## src/rtl/multi_digit_counter_display.sv

```systemverilog
// N-digit BCD up/down counter with count-tick divider, load, wrap detect and
// a multiplexed seven-segment scan driver sharing one segment bus.
module multi_digit_counter_display #(
   parameter int NUM_DIGITS     = 4,
   parameter int TICK_DIV       = 50_000_000,
   parameter int SCAN_DIV       = 50_000,
   parameter int SEG_ACTIVE_LOW = 1
) (
   input  logic                    Clk,
   input  logic                    Rst,
   input  logic                    En,
   input  logic                    Dir,
   input  logic                    Load,
   input  logic [4*NUM_DIGITS-1:0] LoadVal,
   output logic [4*NUM_DIGITS-1:0] Count,
   output logic                    Tick,
   output logic                    Wrap,
   output logic [6:0]              seg,
   output logic [NUM_DIGITS-1:0]   an
);

   localparam int DIV_W  = $clog2(TICK_DIV);
   localparam int SCAN_W = $clog2(SCAN_DIV);
   localparam int IDX_W  = (NUM_DIGITS > 1) ? $clog2(NUM_DIGITS) : 1;

   localparam logic [DIV_W-1:0]  DIV_LAST  = DIV_W'(TICK_DIV - 1);
   localparam logic [SCAN_W-1:0] SCAN_LAST = SCAN_W'(SCAN_DIV - 1);
   localparam logic [IDX_W-1:0]  IDX_LAST  = IDX_W'(NUM_DIGITS - 1);
   localparam logic [6:0]        SEG_BLANK = (SEG_ACTIVE_LOW != 0) ? 7'h7F : 7'h00;

   logic [DIV_W-1:0]        div_q, div_d;
   logic [SCAN_W-1:0]       scan_q, scan_d;
   logic [IDX_W-1:0]        idx_q, idx_d;
   logic [4*NUM_DIGITS-1:0] cnt_q, cnt_d;
   logic [NUM_DIGITS-1:0]   an_q, an_d;
   logic [6:0]              seg_q, seg_d;
   logic                    all_nine, all_zero;
   logic [3:0]              digit_sel;

   function automatic logic [6:0] decode(input logic [3:0] d);
      logic [6:0] p;
      case (d)
         4'd0:    p = 7'b1000000;
         4'd1:    p = 7'b1111001;
         4'd2:    p = 7'b0100100;
         4'd3:    p = 7'b0110000;
         4'd4:    p = 7'b0011001;
         4'd5:    p = 7'b0010010;
         4'd6:    p = 7'b0000010;
         4'd7:    p = 7'b1111000;
         4'd8:    p = 7'b0000000;
         4'd9:    p = 7'b0010000;
         default: p = 7'b1111111;
      endcase
      return (SEG_ACTIVE_LOW != 0) ? p : ~p;
   endfunction

   always_comb begin
      all_nine = 1'b1;
      all_zero = 1'b1;
      for (int unsigned i = 0; i < NUM_DIGITS; i++) begin
         if (cnt_q[4*i +: 4] != 4'd9) all_nine = 1'b0;
         if (cnt_q[4*i +: 4] != 4'd0) all_zero = 1'b0;
      end
      Tick = En && (div_q == DIV_LAST);
      Wrap = Tick && !Load && (Dir ? all_zero : all_nine);
   end

   // Carry/borrow ripples through every digit in a single cycle.
   always_comb begin
      logic [3:0] nib;
      logic       carry;
      nib   = '0;
      carry = 1'b0;
      cnt_d = cnt_q;
      div_d = div_q;
      if (Load) begin
         div_d = '0;
         for (int unsigned i = 0; i < NUM_DIGITS; i++) begin
            nib = LoadVal[4*i +: 4];
            cnt_d[4*i +: 4] = (nib > 4'd9) ? 4'd0 : nib;
         end
      end else begin
         if (En) div_d = (div_q == DIV_LAST) ? '0 : div_q + 1'b1;
         if (Tick) begin
            carry = 1'b1;
            for (int unsigned i = 0; i < NUM_DIGITS; i++) begin
               nib = cnt_q[4*i +: 4];
               if (carry) begin
                  if (!Dir) begin
                     if (nib == 4'd9) nib = 4'd0;
                     else begin
                        nib   = nib + 4'd1;
                        carry = 1'b0;
                     end
                  end else begin
                     if (nib == 4'd0) nib = 4'd9;
                     else begin
                        nib   = nib - 4'd1;
                        carry = 1'b0;
                     end
                  end
               end
               cnt_d[4*i +: 4] = nib;
            end
         end
      end
   end

   always_comb begin
      scan_d    = scan_q + 1'b1;
      idx_d     = idx_q;
      digit_sel = '0;
      if (scan_q == SCAN_LAST) begin
         scan_d = '0;
         idx_d  = (idx_q == IDX_LAST) ? '0 : idx_q + 1'b1;
      end
      for (int unsigned i = 0; i < NUM_DIGITS; i++) begin
         if (idx_q == IDX_W'(i)) digit_sel = cnt_q[4*i +: 4];
      end
      // an and seg both come from idx_q so the bus never shows a neighbour's digit.
      an_d  = ~(NUM_DIGITS'(1) << idx_q);
      seg_d = decode(digit_sel);
   end

   always_ff @(posedge Clk) begin
      if (Rst) begin
         div_q  <= '0;
         scan_q <= '0;
         idx_q  <= '0;
         cnt_q  <= '0;
         an_q   <= '1;
         seg_q  <= SEG_BLANK;
      end else begin
         div_q  <= div_d;
         scan_q <= scan_d;
         idx_q  <= idx_d;
         cnt_q  <= cnt_d;
         an_q   <= an_d;
         seg_q  <= seg_d;
      end
   end

   assign Count = cnt_q;
   assign an    = an_q;
   assign seg   = seg_q;

endmodule

```

## config.mk

```make
export PLATFORM = sky130hd
export DESIGN_NAME = multi_digit_counter_display
export DESIGN_NICKNAME = d
export VERILOG_FILES = /design/src/rtl/multi_digit_counter_display.sv
export SDC_FILE = /design/constraint.sdc
export NUM_CORES = 1
export LEC_CHECK = 0
export ABC_AREA = 1
export CORE_MARGIN = 10
export CORE_UTILIZATION = 45
export DETAILED_ROUTE_END_ITERATION = 7
export GPL_TIMING_DRIVEN = 0
export PLACE_DENSITY = 0.77
export SYNTH_ARGS = -nofsm -noshare
export SYNTH_HDL_FRONTEND = slang
export SYNTH_SLANG_ARGS = --single-unit
```

## constraint.sdc

```tcl
create_clock -name Clk -period 3.6 [get_ports Clk]
set_clock_uncertainty 0.15 [all_clocks]
set_input_delay 0.72 -clock Clk [delete_from_list [all_inputs] [get_ports Clk]]
set_output_delay 0.72 -clock Clk [all_outputs]
set_load 0.01 [all_outputs]
```

==> results_dict.tcl <==
set metrics [dict create \
    hold_path.class "reg -> reg" \
    die_w_um 119 \
    cts_hold_buf 0 \
    p_leak_nw 2.15 \
    cts_root_buf "clkbuf_8" \
    cts_resized 0 \
    die-area_um2 14100 \
    hold_start "scan_q[0]" \
    crit_path_top_delay_cell "clkdlybuf4s50_1" \
    boundaryPins 50 \
    power_switching_w 0.000516 \
    io_buffer_count 45 \
    syn_nets 698 \
    rsz0062_at_grt "no" \
    drt_iter0_markers 412 \
    dp_cells 848 \
    syn_to_final_growth_pct 19.8 \
    rrSetupSlack_ns 1.36 \
    place_area_um2 5010 \
    netlist_instances 670 \
    fillers 964 \
    timing.rr.end "seg[3]" \
    avgRoutedWirePerCell_um 13.5 \
    place_ws_ns 0.448 \
    path_cells "ha_1 > nand4_2 > nor2_2 > nand2_4 > nor2_1 > o21a_1 > clkdlybuf4s50_1" \
    antenna_left 0 \
    min_delay_worst_endpoint "scan_q[0]" \
    final_area_um2 5270 \
    synth_top_cell_area_share 0.323 \
    num_rows 36 \
    drt-total-wl_um 11700 \
    ys_async_sr_fraction 0 \
    grt_use_met3 0.0463 \
    slew_viol_final 0 \
    hold_viol 0 \
    groute.layer.met2.usage 0.279 \
    cp_data_arrival_time_ns 2.33 \
    fin_crit_ns 3.20 \
    power_frac_comb 0.156 \
    start_util 0.456 \
    synth-main-ff-cell "dfxtp_1" \
    power_frac_seq 0.429 \
    n_antenna_cell 0 \
    num_vias 4529 \
    top_usage_layer "met2" \
    setup_viol 0 \
    cts_tree "done" \
    ys_seq_area_frac 0.323 \
    die_height_um 119 \
    viasPerCell 5.24 \
    syn_avg_cell_area_um2 6.56 \
    grt_util_all_layers 0.166 \
    grt_pass1_wl_um 19800 \
    layout.cells.non_filler 864 \
    cts.sinks 71 \
    tns_ns 0 \
    slowest_delay_ns 0.55 \
    htree_levels 3 \
    grt_use_met1 0.198 \
    fin_nets 754 \
    switching_share 0.264 \
    clk_latency_ns 0.37 \
    cts_buffers 9 \
    synth.distinct_cells 45 \
    dp_hpwl_um 8940 \
    fmax_mhz 313 \
    crit_type "reg -> out" \
    drive_gt1_frac 0.135 \
    worstRegToRegCells 11 \
    p_per_area_nw_per_um2 371 \
    syn_area_um2 4400 \
    yosys.area.top_type "dfxtp_1" \
    p_clk_frac 0.414 \
    worst_pin_slew_ns 0.499 \
    cp_max_fo 4 \
    cp_data_required_time_ns 2.73 \
    synth_enable_flop_cells 0 \
    drc 0 \
    drv_cap 0 \
    cp_top_family "simple AND/OR/NAND/NOR gates" \
    grt_max_degree 13 \
    cp-start-kind "flip-flop" \
    r2r_start "idx_q[0]" \
    internal_power_w 0.00144 \
    grt_remaining_overflow 0 \
    path_buf_inv 1 \
    yosys_warnings 0 \
    synth_area_leaders "dfxtp_1, nand2_1, inv_1" \
    holdPathStages 1 \
    antenna_found_initial 0 \
    gp_congestion 0.888 \
    finalWorstSetupSlack_ns 0.403 \
    fin_hold_ws_ns 0.303 \
    first_pass_iters 5 \
    end_kind "primary output" \
    ir_worst_vdd_mv 0.289 \
    synthTopCellsByCount "nand2_1, inv_1, dfxtp_1" \
    first_global_vias 4381 \
    clk_path_buf_depth 2 \
    synth_most_common_cell "nand2_1" \
    min_period_over_period 0.888 \
    ys_ff_latch 71 \
    postCtsSetupBuffers 0 \
    clk_pin_slew_worst_paths_ns 0.07 \
    core_um2 9640 \
    relSlewSlack 0.668 \
    run_status "finished, final reports clean" \
    path_depth 7 \
]
[worst max path at each step]
stage | end | from
2_1_floorplan | Wrap | Dir
3_3_place_gp | Wrap | Dir
3_5_place_dp | Wrap | Dir
4_1_cts | Wrap | div_q[0]
5_1_grt | Wrap | Count[15]
6_report | Wrap | div_q[0]
[layer usage]
layer | share of wire | vias up
met1 | 0.42 | 2066
met4 | 0.017 | 0
met2 | 0.48 | 160
met3 | 0.080 | 22
li1 | - | 2281
met5 | 0 | -
[logic make-up (layout without fill, tap and decap cells)]
| logic type | count (synthesis) | count (layout) | share of synthesized area |
|---|---|---|---|
| adders and majority gates | 7 | 7 | 0.0199 |
| and+or+nand+nor | 372 | 372 | 0.398 |
| AOI/OAI and AO/OA | 106 | 106 | 0.136 |
| xor gates and xnor gates | 11 | 11 | 0.0219 |
| DFF | 71 | 71 | 0.323 |
| buffers and inverters | 103 | 164 | 0.100 |
[flip-flops by register name, indices dropped and copies added (netlist names)]
| register | cells |
|---|---|
| div_q | 26 |
| Count | 16 |
| scan_q | 16 |
| seg | 7 |
| an | 4 |
| idx_q | 2 |
[layout make-up]
class	instances	area (um2)	area share
Clock inverter	5	104	0.0197
Clock buffer	11	151	0.0287
Buffer	19	126	0.0240
Tap cell	133	166	0.0316
Sequential cell	71	1420	0.270
Multi-Input combinational cell	496	2530	0.481
Inverter	84	315	0.0599
Timing Repair Buffer	45	450	0.0855
[cell usage in the layout, fill, tap and decap left out, types with 3 or more instances in the layout]
cell type,synthesis,routed
o21ai_1,6,6
nand4_1,14,14
a21oi_1,45,45
bufinv_16,0,3
o211ai_1,3,3
nand2_2,14,14
clkdlybuf4s50_1,0,45
clkbuf_1,3,3
inv_1,74,74
clkbuf_8,0,11
dfxtp_1,71,71
o21ai_0,31,31
buf_4,3,3
inv_2,9,9
o22ai_1,3,3
buf_2,10,10
nand3_1,46,46
nor3b_1,4,4
nand3_2,4,4
or2_2,3,3
o21ai_2,7,7
ha_1,7,7
a31oi_1,4,4
nor3_1,16,16
nor3_2,3,3
nor2_2,15,15
nand2_1,172,172
xor2_1,9,9
nor2_1,69,69
[metrics by stage]
| step | power (W) | util |
|---|---|---|
| 6_report | 0.00195 | 0.546 |
| 3_5_place_dp | 0.00116 | 0.520 |
| 5_1_grt | 0.00204 | 0.546 |
| 3_3_place_gp | 0.00115 | 0.520 |
| 2_1_floorplan | 0.00104 | - |
| 4_1_cts | 0.00196 | 0.546 |
[power groups by stage]
stage	clock, W	combinational, W	sequential [W]
global placement	0	0.000292	0.000854
global route	0.000856	0.000341	0.000841
finish	0.000809	0.000305	0.000838
floorplan	0	0.000179	0.000860
CTS	0.000823	0.000303	0.000837
detailed placement	0	0.000301	0.000855
No activity file was read; power rests on OpenSTA's default activity.
==> patch, RTL diff (config.mk and constraints unchanged) <==
The parameter `TICK_DIV` goes from 50_000_000 to 100_000_000.
--- a/src/rtl/multi_digit_counter_display.sv
+++ b/src/rtl/multi_digit_counter_display.sv
@@ -4,3 +4,3 @@
    parameter int NUM_DIGITS     = 4,
-   parameter int TICK_DIV       = 50_000_000,
+   parameter int TICK_DIV       = 100_000_000,
    parameter int SCAN_DIV       = 50_000,
Formal check against the unedited RTL: same outputs for any inputs over 10 cycles, from zero or initial values and one cycle with Rst high; that may be too few to reach the edited logic, so the function may still have changed.
==> patch against the original RTL <==
Worst setup slack gained 0.018 ns. Sequential cell count rose by 1. Synthesized cell count is 3.1% higher. Area after synthesis rose by 0.31%. Routed wire length is 3.8% higher. Total power hardly changed. Cell area rose by 0.74%. Utilization grew 0.40 points. Combinational power shrank 2%. Sequential power increased by 2%. Register-to-register slack improved by 0.14 ns. Critical path depth unchanged. Via count increased by 1.0%.
==> patch: results (changes against the original RTL) <==
Global routing
  • Vias in the first global route: 4392 (+0.25%)
  • GRT Util Overall: 17.1% (+0.47 points)
  • Largest net degree at the start of global routing: 14 (+1)
  • First-pass GRT wire length: 20500 um (+3.6%)

Drt
  • Starting DRT DRC Count: 448 (+8.7%)
  • Post-DR vias/cell: 5.15 (-1.7%)
  • Routed len/inst: 13.6 um (+0.96%)
  • DRC viols: 0 (unchanged)

Logic synthesis
  • Synth top cells by count: 177 x nand2_1, 101 x nor2_1, 81 x inv_1
  • Post-Synth XOR/XNOR Area: 3.77% (+1.6 points)
  • Area contributors post-synth: dfxtp_1 33%, nand2_1 15%, nor2_1 8.6%
  • Unique cell type count in the Yosys netlist: 42 (-6.7%)
  • Ys async rst share: 0% (unchanged)
  • Top cell type's share of synthesized area: 32.7% (+0.35 points)
  • Seq/Total Area, Yosys: 32.7% (+0.35 points)
  • Synth Net Count: 719 (+3.0%)
  • Mux contribution to synthesized area: 0% (unchanged)
  • Adder-Cell Fraction of Synth Area: 1.99% (-0.0062 points)
  • Synthesis Warnings: 0 (unchanged)
  • Compound-Gate Fraction of Synth Area: 10.3% (-3.3 points)

Worst setup path
  • Arrival @ worst endpoint: 2.31 ns (-0.02 ns)
  • Crit path capture: Wrap
  • Worst setup path startpoint: Load
  • FF-to-FF End: seg[1]
  • Worst R2R Setup Slack: 1.50 ns (+0.14 ns)
  • Worst reg-to-reg path cell count: 10 (-1)
  • Crit path max fanout: 10 (+6)

Hold path
  • Worst Hold Class: flop to flop

Place
  • Gpl congestion: 0.912 (+2.6%)
  • Pre-CTS setup slack: -0.0909 ns (-0.539 ns)
  • # port buffers: 48 (+6.7%)
  • Final HPWL DP: 9320 um (+4.2%)
  • Placed Area: 0.00506 mm^2 (+0.87%)

Cells and area
  • Antenna fix cells: 0 (unchanged)
  • # fillers: 939 (-2.6%)
  • Largest register FFs: 27 (+3.8%)
  • Nets: 778 (+3.2%)
  • Share of post-route cells with drive strength above 1: 9.14% (-4.4 points)

CTS
  • Clk root buf: clkbuf_8

STA
  • Final worst slack: 0.421 ns (+0.0179 ns)
  • Relative slew slack: 55.8% (-11 points)

Outcome
  • Outcome: finished clean

Pwr
  • Worst vdd ir: 193 uV (-33%)
  • Lkg Pwr: 2.25 nW (+4.4%)
patch: worst max-delay path: stages:
cell and delay, ns:
clkdlybuf4s50_1 0.50, inv_1 0.16, buf_4 0.21, buf_4 0.20
nand2_1 0.07, nor3_1 0.24, dlymetal6s2s_1 0.21
patch: power by group:
group / switching (mW) / internal [mW]
clock: 0.339 / 0.461
combinational: 0.173 / 0.127
sequential: 0.0302 / 0.822
total: 0.542 / 1.41
patch: metrics by stage:
stage,utilization (%),std cells
finish,55.0,888
global route,55.0,888
global placement,52.5,872
CTS,55.0,888
detailed placement,52.5,872
floorplan,-,691
patch: layout make-up:
type | count | area share (%)
multi-input combinational | 521 | 48.4
sequential | 72 | 27.2
timing repair buffer | 48 | 9.10
inverter | 84 | 5.94
tap | 133 | 3.14
clock buffer | 9 | 2.33
clock inverter | 7 | 2.24
buffer | 14 | 1.65
patch: repair_timing:
item                                    4_1_cts  5_1_grt
buffers inserted                              0        0
hold endpoints to repair                      0        0
endpoints found under the setup margin        1        1
gates resized for setup                       2        1
patch: layer usage:
metal  share of wire (%)  vias up  GRT usage (%)  routed length [um]
met4                 2.0        0           6.41                 238
met3                 6.2       24           4.16                 752
met1                  43     2075           20.5                5260
met2                  48      150           28.9                5870
met5                   0        -              0                   0
li1                    -     2326              -                   -
patch: worst min-delay path by stage:
stage	cells past startpoint	end	from	slack, ns
CTS	1	scan_q[0]	scan_q[0]	0.31
floorplan	1	scan_q[0]	scan_q[0]	0.27
global route	1	scan_q[0]	scan_q[0]	0.34
detailed placement	1	scan_q[0]	scan_q[0]	0.29
finish	1	scan_q[0]	scan_q[0]	0.30
global placement	1	scan_q[0]	scan_q[0]	0.28
